<file path="config.mk">
export PLATFORM = sky130hd
export DESIGN_NAME = instr_fetch_unit
export DESIGN_NICKNAME = d
export VERILOG_FILES = /design/src/rtl/instr_fetch_unit.sv
export SDC_FILE = /design/constraint.sdc
export NUM_CORES = 1
export LEC_CHECK = 0
export CORE_ASPECT_RATIO = 0.9
export CORE_UTILIZATION = 45
export CTS_BUF_LIST = sky130_fd_sc_hd__clkbuf_4 sky130_fd_sc_hd__clkbuf_8
export DETAILED_ROUTE_END_ITERATION = 16
export GPL_TIMING_DRIVEN = 0
export PLACE_DENSITY = 0.78
export RECOVER_POWER = 100
export SYNTH_ARGS = -nofsm -noshare
export SYNTH_HDL_FRONTEND = slang
export SYNTH_SLANG_ARGS = --single-unit
</file>
<file path="constraint.sdc">
create_clock -name clk -period 2.8 [get_ports clk]
set_input_delay 0.7 -clock clk [delete_from_list [all_inputs] [get_ports clk]]
set_output_delay 0.7 -clock clk [all_outputs]
set_load 0.05 [all_outputs]
</file>
<file path="src/rtl/instr_fetch_unit.sv">
// Instruction fetch unit: owns PC and IR, runs the two-cycle RAM fetch
// handshake and applies the control FSM's PC-update strobes.
module instr_fetch_unit #(
  parameter int              ADDR_W   = 16,
  parameter logic [ADDR_W-1:0] RESET_PC = '0
) (
  input  logic              clk,
  input  logic              reset,
  input  logic              nextInstruction,
  input  logic              PCinstruction,
  input  logic              PCEN,
  input  logic              BranchEN,
  input  logic              JmpEN,
  input  logic              JALEN,
  input  logic [ADDR_W-1:0] jump_target,
  input  logic [15:0]       mem_rdata,
  output logic [ADDR_W-1:0] mem_addr,
  output logic [ADDR_W-1:0] pc,
  output logic [ADDR_W-1:0] link_pc,
  output logic [3:0]        opCode1,
  output logic [3:0]        rdest,
  output logic [3:0]        conditionCode,
  output logic [3:0]        opCode2,
  output logic [3:0]        rsrc,
  output logic [3:0]        shiftAmtIn,
  output logic [7:0]        imm8,
  output logic [ADDR_W-1:0] instr_pc,
  output logic              ir_valid
);

  typedef enum logic [1:0] {
    S_IDLE,
    S_ADDR,
    S_CAPT,
    S_HOLD
  } state_e;

  state_e            state_q;
  logic [15:0]       ir_q;
  logic              ir_valid_q;
  logic              valid_sv_q;
  logic [ADDR_W-1:0] instr_pc_q;
  logic [ADDR_W-1:0] ipc_sv_q;
  logic [ADDR_W-1:0] pc_q, pc_d;
  logic [ADDR_W-1:0] link_q, link_d;
  logic [ADDR_W-1:0] br_off;

  assign br_off = {{(ADDR_W-8){ir_q[7]}}, ir_q[7:0]};

  // Strobes can overlap, so the first match wins.
  always_comb begin
    pc_d   = pc_q;
    link_d = link_q;
    if (PCEN) begin
      priority case (1'b1)
        JALEN: begin
          link_d = pc_q;
          pc_d   = jump_target;
        end
        JmpEN:         pc_d = jump_target;
        BranchEN:      pc_d = pc_q + br_off - ADDR_W'(1);
        PCinstruction: pc_d = pc_q + ADDR_W'(1);
        default:       pc_d = pc_q;
      endcase
    end
  end

  always_ff @(posedge clk) begin
    if (reset) begin
      pc_q   <= RESET_PC;
      link_q <= '0;
    end else begin
      pc_q   <= pc_d;
      link_q <= link_d;
    end
  end

  // Fetch FSM; the pre-fetch IR status is kept so an abort can undo it.
  always_ff @(posedge clk) begin
    if (reset) begin
      state_q    <= S_IDLE;
      ir_q       <= '0;
      ir_valid_q <= 1'b0;
      valid_sv_q <= 1'b0;
      instr_pc_q <= '0;
      ipc_sv_q   <= '0;
    end else begin
      unique case (state_q)
        S_IDLE: begin
          if (nextInstruction) begin
            state_q    <= S_ADDR;
            valid_sv_q <= ir_valid_q;
            ipc_sv_q   <= instr_pc_q;
            instr_pc_q <= pc_q;
            ir_valid_q <= 1'b0;
          end
        end
        S_ADDR: begin
          if (nextInstruction) begin
            state_q    <= S_CAPT;
            ir_q       <= mem_rdata;
            ir_valid_q <= 1'b1;
          end else begin
            state_q    <= S_IDLE;
            ir_valid_q <= valid_sv_q;
            instr_pc_q <= ipc_sv_q;
          end
        end
        S_CAPT, S_HOLD: begin
          state_q <= nextInstruction ? S_HOLD : S_IDLE;
        end
        default: state_q <= S_IDLE;
      endcase
    end
  end

  assign mem_addr      = pc_q;
  assign pc            = pc_q;
  assign link_pc       = link_q;
  assign instr_pc      = instr_pc_q;
  assign ir_valid      = ir_valid_q;
  assign opCode1       = ir_q[15:12];
  assign rdest         = ir_q[11:8];
  assign conditionCode = ir_q[11:8];
  assign opCode2       = ir_q[7:4];
  assign rsrc          = ir_q[3:0];
  assign shiftAmtIn    = ir_q[3:0];
  assign imm8          = ir_q[7:0];

endmodule

</file>
==> flow_metrics.py, run 1 <==
metrics = {
    "route": {
        "drtPass1Iterations": 6,
        "dr_wl_met3_mm": 1.16,
        "drtIter0Drc": 568,
        "wire_per_inst_um": 16.5,
        "routed.top_layer": "met4",
        "post_drt_via_cell_ratio": 5.61,
        "route.vias.total": 5293,
        "wl_met1_mm": 7.09,
        "wl_met2_mm": 6.95,
        "ant_nets": 0,
        "drcViolationCount": 0,
        "drt_wl_total_mm": 15.6,
    },
    "sta": {
        "tightest_slew_ns": 0.955,
        "finalHoldViolations": 0,
        "finalSetupTns_ns": 0,
        "finalClockSkew_ns": 0.0127,
        "max_freq_mhz": 368,
        "fin_crit_sh_pct": 97.0,
        "timing.slew.headroom_pct": 36.0,
        "fin_crit_ns": 2.72,
        "worst_slack_ns": 0.0843,
        "setup_violations": 0,
        "finalMaxSlewViolations": 0,
    },
    "setup_path": {
        "crit_fanout": 5,
        "critPathRequiredTime_ns": 3.10,
        "cp_common_cell": "inv_1",
        "worstPathArrival_ns": 3.02,
        "r2r_start": "ir_q[1]",
        "rrSetupSlack_ns": 0.08,
        "reg2reg_depth": 12,
        "cp_slowest_cell": "dfxtp_2",
        "critPathCaptureType": "flop",
        "crit_chain": "inv_1 -> ha_1 -> inv_1 -> ha_2 -> inv_1 -> fa_2 -> nand2b_4 -> a2111oi_4 -> a211oi_4 -> nand3b_1 -> a311oi_1 -> o21a_1",
        "max_stage_delay_ns": 0.36,
        "r2r_end": "mem_addr[13]",
        "crit_path_start_kind": "flop",
        "critPathKind": "reg2reg",
    },
    "placed_design": {
        "hpwl_mm": 11.7,
        "place_inst": 927,
        "port_buffers": 135,
        "place_ws_ns": -0.147,
        "gp_congestion": 0.954,
    },
    "clock_tree": {
        "cts-root-buf": "clkbuf_8",
        "htree_num_levels": 3,
        "cts_buffers": 9,
        "clockBufferDepth": 2,
        "clk_pin_slew_ns": 0.08,
        "cts_tree": "yes",
        "cts_num_sinks": 84,
        "postCtsHoldBufs": 0,
        "insertion_delay_ns": 0.37,
    },
    "global_route": {
        "grt_pass1_vias": 4778,
        "grt_pass1_wl_mm": 24.1,
        "grt_usage_pct": 26.6,
        "overflow": 0,
        "grt_max_degree": 14,
        "antenna_found_initial": 0,
    },
    "floorplanning": {
        "die-area_sq_um": 11500,
        "initial_core_util_pct": 46.2,
        "core_area_sq_um": 10800,
        "rows": 36,
        "die_h_um": 102,
        "io_pins": 137,
        "dieWidth_um": 113,
    },
    "finish": {
        "area_growth_pct": 35.1,
        "n_fill_cell": 972,
        "seqCellArea_sq_um": 1710,
        "final_cells": 943,
        "multi_input_area_sq_um": 2730,
        "antennaDiodeCount": 0,
        "final_util_pct": 62.5,
        "nets": 878,
        "final_layout_size_suffix_gt1_share_pct": 11.4,
    },
    "outcome": {
        "status": "completed",
    },
    "logic_synthesis": {
        "yosysTopAreaCellShare_pct": 33.6,
        "synthFlopType": "dfxtp_1",
        "synth.avg_cell_area_sq_um": 7.59,
        "yosysMostFrequentCell": "nand2_1",
        "ys_ff_latch": 84,
        "synthDistinctLibCells": 61,
        "async_reset_ff_share_pct": 0,
        "yosysSeqAreaShare_pct": 33.6,
        "synth_top_area_cell": "dfxtp_1",
        "syn_nets": 730,
        "ys_top_cells_by_count": "nand2_1, dfxtp_1, a21oi_1",
        "synth-edff-count": 0,
        "yosys_warnings": 0,
        "synth_area_leaders": "dfxtp_1, nand2_1, a21oi_1",
        "synthCells": 659,
        "syn_area_sq_um": 5000,
    },
    "power_and_ir_drop": {
        "ir_drop_mv": 0.473,
        "p_switching_mw": 1.42,
        "p_int_mw": 2.13,
        "power.leakage_nw": 2.86,
        "pwr-share-clk_pct": 22.0,
        "power_frac_seq_pct": 38.5,
        "p_sw_share_pct": 39.9,
        "power.density_nw_per_um2": 525,
        "p_comb_share_pct": 39.5,
    },
    "min_path": {
        "hold_end": "link_pc[4]",
        "hold_start": "link_pc[4]",
        "hold_class": "reg2reg",
        "hold_depth": 2,
    },
    "job": {
        "drv_cap": 0,
    },
}
registers in the layout, indices dropped and copies added (netlist names):
| name | cells |
|---|---|
| instr_pc | 16 |
| ipc_sv_q | 16 |
| ir_q | 16 |
| link_pc | 16 |
| mem_addr | 16 |
| state_q | 2 |
| ir_valid | 1 |
| valid_sv_q | 1 |
worst max path at each step:
| stage | from | end |
|---|---|---|
| floorplan | ir_q[2] | mem_addr[15] |
| global placement | mem_addr[0] | mem_addr[15] |
| detailed placement | mem_addr[0] | mem_addr[15] |
| CTS | ir_q[1] | mem_addr[15] |
| global route | ir_q[1] | mem_addr[15] |
| finish | ir_q[1] | mem_addr[13] |
layout by cell type (no fill, tap or decap), types with 10 or more instances in the layout:
| cell | count |
|---|---|
| nand2_1 | 119 |
| dlygate4sd3_1 | 100 |
| a21oi_1 | 74 |
| dfxtp_1 | 71 |
| inv_1 | 60 |
| nor2_1 | 45 |
| buf_4 | 35 |
| clkdlybuf4s50_1 | 35 |
| ha_1 | 29 |
| clkbuf_1 | 26 |
| o22ai_1 | 19 |
| o22a_1 | 14 |
| a211oi_1 | 14 |
| o21ai_0 | 14 |
| xnor2_1 | 14 |
| nor3_1 | 12 |
| nand3_1 | 10 |
| clkbuf_8 | 10 |
power groups by stage:
stage / logic (mW) / clock network (mW) / registers, mW
2_1_floorplan: 0.779 / 0 / 1.55
3_3_place_gp: 1.35 / 0 / 1.39
3_5_place_dp: 1.37 / 0 / 1.39
4_1_cts: 1.38 / 0.787 / 1.37
5_1_grt: 1.50 / 0.832 / 1.38
6_report: 1.40 / 0.781 / 1.37
final cells by class:
type	instances	area share, %
plain buffers	66	5.65
multi-input cells	447	40.4
repair buffers	139	20.5
clock inverters	4	0.389
inverters	60	3.33
clock buffers	10	2.04
well taps	133	2.46
flip-flops and latches	84	25.3
per-stage QoR:
stage / total power [mW] / hold WS [ns] / area, sq um
2_1_floorplan: 2.33 / 0.433 / 5010
3_3_place_gp: 2.73 / 0.441 / 6530
6_report: 3.55 / 0.456 / 6750
4_1_cts: 3.53 / 0.459 / 6710
3_5_place_dp: 2.76 / 0.446 / 6530
5_1_grt: 3.71 / 0.475 / 6750
what timing repair did:
action / in CTS / in global routing
buffers inserted: 1 / 3
gates resized for setup: 6 / 15
pin swaps: 2 / 4
endpoints found under the setup margin: 3 / 7
cloned: 0 / 0
critical path, delay by kind of cell, from the launching register on:
family	cells	cell delay [ns]
compound gates	4	0.91
fa+ha+maj	3	0.84
simple gates	2	0.35
buf+inv	3	0.18
flops	1	0.36
cells by family (layout without fill, tap and decap cells):
| kind of cell | count (synthesis) | count (layout) | share of synthesized area [%] |
|---|---|---|---|
| mux | 3 | 3 | 0.601 |
| xor+xnor | 17 | 17 | 2.98 |
| buf+inv | 128 | 279 | 12.4 |
| flops | 84 | 84 | 33.6 |
| compound gates | 185 | 185 | 24.6 |
| simple gates | 211 | 211 | 17.9 |
| fa+ha+maj | 31 | 31 | 7.91 |
layer usage:
| metal | track usage, % | up-vias |
|---|---|---|
| met2 | 42.1 | 270 |
| met4 | 10.9 | 0 |
| li1 | - | 2531 |
| met1 | 36.4 | 2459 |
| met3 | 4.33 | 33 |
| met5 | 0 | - |
(Power assumes the default switching activity.)
==> inputs of run 2 (changes only) <==
Settings changed: HOLD_SLACK_MARGIN set to 0.08.
==> results of run 2 <==
No change in the layout: final DEF, timing and power equal those of run 1.
